**config.mk**
```make
export PLATFORM = sky130hd
export DESIGN_NAME = polyphase_capture_ctrl
export DESIGN_NICKNAME = d
export VERILOG_FILES = /design/src/rtl/polyphase_capture_ctrl_pkg.sv /design/src/rtl/polyphase_capture_ctrl_phase_gen.sv /design/src/rtl/polyphase_capture_ctrl.sv
export SDC_FILE = /design/constraint.sdc
export NUM_CORES = 1
export LEC_CHECK = 0
export CORE_ASPECT_RATIO = 0.75
export CORE_MARGIN = 2
export CORE_UTILIZATION = 40
export DETAILED_ROUTE_END_ITERATION = 16
export PLACE_DENSITY = 0.63
export SLEW_MARGIN = 0
export SYNTH_ARGS = -nofsm -noshare
export SYNTH_HDL_FRONTEND = slang
export SYNTH_SLANG_ARGS = --single-unit
```
**constraint.sdc**
```tcl
create_clock -name clk_i -period 1.84 [get_ports clk_i]
set_input_delay 0.276 -clock clk_i [delete_from_list [all_inputs] [get_ports clk_i]]
set_output_delay 0.276 -clock clk_i [all_outputs]
set_load 0.02 [all_outputs]
```
**src/rtl/polyphase_capture_ctrl_pkg.sv**
```systemverilog
// rtl/polyphase_capture_ctrl_pkg.sv - shared states and timing constants for the capture sequencer
package polyphase_capture_ctrl_pkg;

  typedef enum logic [2:0] {
    ST_IDLE   = 3'd0,
    ST_SETTLE = 3'd1,
    ST_RUN    = 3'd2,
    ST_DRAIN  = 3'd3,
    ST_DONE   = 3'd4
  } state_e;

  // The delay register needs two cycles to fill before the first valid pair.
  localparam int MIN_SETTLE = 2;
  localparam int PH_PERIOD  = 2;
  localparam int PH_W       = (PH_PERIOD > 1) ? $clog2(PH_PERIOD) : 1;

endpackage

```
**src/rtl/polyphase_capture_ctrl_phase_gen.sv**
```systemverilog
// rtl/polyphase_capture_ctrl_phase_gen.sv - downsample-phase strobe generator, phase 0 strobes
module polyphase_phase_gen
  import polyphase_capture_ctrl_pkg::*;
(
  input  logic clk_i,
  input  logic rst_ni,
  input  logic clr_i,
  input  logic run_i,
  output logic stb_o
);

  logic [PH_W-1:0] phase_q;
  logic [PH_W-1:0] phase_d;

  always_comb begin
    phase_d = phase_q;
    if (clr_i) begin
      phase_d = '0;
    end else if (run_i) begin
      phase_d = (phase_q == PH_W'(PH_PERIOD - 1)) ? '0 : phase_q + 1'b1;
    end
  end

  always_ff @(posedge clk_i or negedge rst_ni) begin
    if (!rst_ni) begin
      phase_q <= '0;
    end else begin
      phase_q <= phase_d;
    end
  end

  assign stb_o = run_i && (phase_q == '0);

endmodule

```
**src/rtl/polyphase_capture_ctrl.sv**
```systemverilog
// rtl/polyphase_capture_ctrl.sv - capture sequencer: settle, alternate-cycle phase strobes, completion
module polyphase_capture_ctrl
  import polyphase_capture_ctrl_pkg::*;
#(
  parameter int CNT_W = 10,
  parameter int SET_W = 8
) (
  input  logic             clk_i,
  input  logic             rst_ni,
  input  logic             start_i,
  input  logic             abort_i,
  input  logic [SET_W-1:0] settle_cyc_i,
  input  logic [CNT_W-1:0] num_samp_i,
  output logic             enable_o,
  output logic             ph_stb_o,
  output logic             valid_o,
  output logic             busy_o,
  output logic             done_o,
  output logic [CNT_W-1:0] samp_cnt_o
);

  state_e           state_q, state_d;
  logic [SET_W-1:0] settle_q, settle_d;
  logic [CNT_W-1:0] num_q, num_d;
  logic [CNT_W-1:0] cnt_q, cnt_d;
  logic             valid_q, valid_d;
  logic             stb;
  logic             run;
  logic             phase_clr;

  assign run       = (state_q == ST_RUN);
  assign phase_clr = (state_q == ST_SETTLE) && (state_d == ST_RUN);

  polyphase_phase_gen u_phase_gen (
    .clk_i  (clk_i),
    .rst_ni (rst_ni),
    .clr_i  (phase_clr),
    .run_i  (run),
    .stb_o  (stb)
  );

  always_comb begin
    state_d  = state_q;
    settle_d = settle_q;
    num_d    = num_q;
    cnt_d    = cnt_q;
    valid_d  = 1'b0;
    case (state_q)
      ST_IDLE: begin
        if (start_i && !abort_i) begin
          // Counter holds remaining settle cycles minus one so zero marks the last one.
          settle_d = (settle_cyc_i < SET_W'(MIN_SETTLE)) ? SET_W'(MIN_SETTLE - 1)
                                                         : settle_cyc_i - 1'b1;
          num_d    = num_samp_i;
          cnt_d    = '0;
          state_d  = (num_samp_i == '0) ? ST_DONE : ST_SETTLE;
        end
      end
      ST_SETTLE: begin
        if (abort_i) begin
          state_d = ST_IDLE;
        end else if (settle_q == '0) begin
          state_d = ST_RUN;
        end else begin
          settle_d = settle_q - 1'b1;
        end
      end
      ST_RUN: begin
        if (stb) begin
          cnt_d   = cnt_q + 1'b1;
          valid_d = !abort_i;
          if (cnt_d == num_q) begin
            state_d = ST_DRAIN;
          end
        end
        if (abort_i) begin
          state_d = ST_IDLE;
        end
      end
      ST_DRAIN: begin
        state_d = abort_i ? ST_IDLE : ST_DONE;
      end
      ST_DONE: begin
        state_d = ST_IDLE;
      end
      default: begin
        state_d = ST_IDLE;
      end
    endcase
  end

  always_ff @(posedge clk_i or negedge rst_ni) begin
    if (!rst_ni) begin
      state_q  <= ST_IDLE;
      settle_q <= '0;
      num_q    <= '0;
      cnt_q    <= '0;
      valid_q  <= 1'b0;
    end else begin
      state_q  <= state_d;
      settle_q <= settle_d;
      num_q    <= num_d;
      cnt_q    <= cnt_d;
      valid_q  <= valid_d;
    end
  end

  assign enable_o   = (state_q == ST_SETTLE) || (state_q == ST_RUN) || (state_q == ST_DRAIN);
  assign busy_o     = enable_o;
  assign done_o     = (state_q == ST_DONE);
  assign ph_stb_o   = stb;
  assign valid_o    = valid_q;
  assign samp_cnt_o = cnt_q;

endmodule

```
==> flow_summary_export.csv <==
group,metric,value,unit
outcome,status,"finished clean",
cells_and_area,final_nets,319,
setup_path,cp.required,1.56,ns
sta,fmax,0.565,GHz
cells_and_area,final_cell_area,2850,um^2
sta,finalClockSkew,0.00889,ns
synth,synth_cell_types,54,
global_routing,antenna_found_initial,0,
synth,ys_ff_latch,33,
setup_path,worstPathArrival,1.49,ns
synth,ys.warnings.count,0,
routing,drtIter0Drc,85,
floorplan,ioPinCount,37,
cells_and_area,postLayoutCoreUtil,58.2,%
job,drv_cap,0,
synth,synth-edff-count,0,
pwr,ir_drop,0.415,mV
sta,slew_viol_final,0,
synth,syn_nets,249,
routing,wirelength,5190,um
sta,fin_setup_tns,0,ns
pwr,p_leak,1.23,nW
pwr,intPower,1.43,mW
clock_tree,htreeDepth,2,
routing,wl_met2,2010,um
floorplan,die_y,66.0,um
pwr,p_clk_share,28.2,%
routing,wl_per_cell,14.7,um
pwr,sequentialPowerShare,44.9,%
routing,maxUsedRoutingLayer,"met4",
synth,syn-mean-instance-area,9.18,um^2
sta,period_share,96.2,%
cells_and_area,drive_above_1_share,23.8,%
synth,yosysSeqAreaShare,40.3,%
synth,async_reset_ff_share,100,%
routing,vias_per_cell,5.47,
placed_design,dp_slack,-0.309,ns
setup_path,critPathMaxFanout,8,
global_routing,grt_pass1_vias,1753,
floorplan,num_rows,22,
clock_tree,postCtsHoldBufs,0,
cells_and_area,ff_latch_area,827,um^2
synth,synth_top_cell_by_area,"dfrtp_1",
synth,yosysMostFrequentCell,"dfrtp_1",
setup_path,crit_start,"samp_cnt_o[4]",
clock_tree,post_cts.repair.setup_buffers,0,
cells_and_area,diodes,0,
routing,met3WireLength,259,um
placed_design,placed_cell_area,2730,um^2
sta,setup_slack,0.0706,ns
clock_tree,cts_root_buffer,"clkbuf_8",
sta,finalHoldViolations,0,
sta,post-route-min-period,1.77,ns
synth,synth_area_leaders,"dfrtp_1 40%, o21ai_0 5.9%, mux2_2 5.5%",
pwr,power_density,721,nW/um^2
cells_and_area,fill_cells,446,
placed_design,place_congestion,0.880,
pwr,p_sw,0.625,mW
sta,hold_ws,0.380,ns
setup_path,critPathCaptureType,"output pin",
pwr,swShare,30.4,%
synth,synth_top_area_share,40.3,%
routing,post-route-drc-count,0,
global_routing,grt_max_degree,34,
clock_tree,clock_path_buffers,2,
sta,finalSetupViolCount,0,
clock_tree,cts_made_buffers,5,
routing,detail-route-antenna-nets,0,
global_routing,grt_use_total,19.7,%
sta,max_slew_margin,71.3,%
setup_path,start_kind,"flip-flop",
min_path,worst_hold_path_type,"in2async",
cells_and_area,synthToLayoutAreaGrowth,39.3,%
routing,first_pass_iters,4,
routing,vias,1938,
floorplan,fp.coreArea,4900,um^2
clock_tree,cts_tree,"built",
clock_tree,path_clk_slew,0.07,ns
synth,postSynthCellCount,223,
clock_tree,clk_latency,0.29,ns
clock_tree,clock_sinks,33,
pwr,p_comb_share,26.9,%
global_routing,grt_first_pass_wirelength,8650,um
synth,synth_common_cells,"33 x dfrtp_1, 24 x o21ai_0, 20 x nor2_1, 14 x nand2_1, 12 x xnor2_1",
routing,met1_length,2850,um
setup_path,timing.setup.critical_path_class,"reg2out",
global_routing,grt-ovfl-total,0,
placed_design,port_buffers,36,
synth,synth_area,2050,um^2
cells_and_area,multiInputGateArea,1170,um^2
floorplan,start_util,41.8,%
setup_path,r2r_start,"state_q[2]",
sta,tightest_slew,0.431,ns
synth,synth_flop_cell,"dfrtp_1",
floorplan,fp.dieW,86.6,um
floorplan,dieArea,5710,um^2
placed_design,hpwl,4020,um
sta,rsz0062_at_grt,"yes",
[power groups by stage]
stage	clock network (mW)	registers, mW	logic, mW
global placement	0	0.930	0.535
detailed placement	0	0.932	0.543
CTS	0.594	0.919	0.543
floorplan	0	0.908	0.311
finish	0.579	0.923	0.554
global route	0.630	0.938	0.613
[state kept, by name (all words and copies together), names as in the netlist]
signal               count
num_q                   10
samp_cnt_o              10
settle_q                 8
state_q                  3
u_phase_gen.phase_q      1
valid_o                  1
[routing by layer]
layer | vias to the layer above | track usage, %
li1 | 966 | -
met1 | 928 | 31.3
met2 | 37 | 26.2
met3 | 7 | 4.12
met4 | 0 | 5.86
met5 | - | 0
[final cells by class]
type                       count  area share (%)
multi-input combinational    171            41.1
sequential                    33            29.0
timing repair buffer          74            23.1
clock buffer                   8            3.16
tap                           60            2.63
inverter                       8            1.05
[cells by family after synthesis]
logic type,after synthesis,share of synthesized area [%]
XOR/XNOR,16,6.85
multiplexers,10,5.50
AO/OA/AOI/OAI,66,21.9
buffers and inverters,19,4.22
AND/OR/NAND/NOR,75,18.7
flip-flops,33,40.3
adder cells (fa/ha/maj),4,2.45
[worst max-delay path: stages, from the launching register on]
cell	delay, ns
dfrtp_1	0.42
buf_4	0.18
clkdlybuf4s50_1	0.60
[stage by stage]
step,power [mW],cells
3_5_place_dp,1.47,346
2_1_floorplan,1.22,223
6_report,2.06,354
4_1_cts,2.06,354
5_1_grt,2.18,354
3_3_place_gp,1.46,346
[cell usage in the layout (no fill, tap or decap), drive strengths merged, types with 5 or more instances in the layout]
| cell | n |
|---|---|
| clkdlybuf4s50 | 30 |
| xnor2 | 12 |
| nand2 | 14 |
| clkbuf | 8 |
| nor3 | 7 |
| inv | 8 |
| nor2 | 21 |
| o21ai | 25 |
| a21oi | 5 |
| nand3 | 9 |
| dfrtp | 33 |
| mux2 | 10 |
| buf | 39 |
| o31ai | 6 |
[timing repair]
item	in CTS	in global routing
setup endpoints to repair	6	14
pin swaps	0	3
resized for setup	9	15
hold endpoints to repair	0	0
[worst paths after layout]
path / slack [ns] / end / depth (start not counted)
setup / recovery: 0.07 / samp_cnt_o[4] / 2
hold / removal: 0.38 / num_q[3] / 2
setup reg to reg: 0.07 / state_q[0] / 6
hold reg to reg: 0.54 / num_q[4] / 1
max in group asynchronous: 1.14 / samp_cnt_o[0] / 2
min in group clk_i: 0.54 / num_q[4] / 1
(Power assumes the default switching activity.)
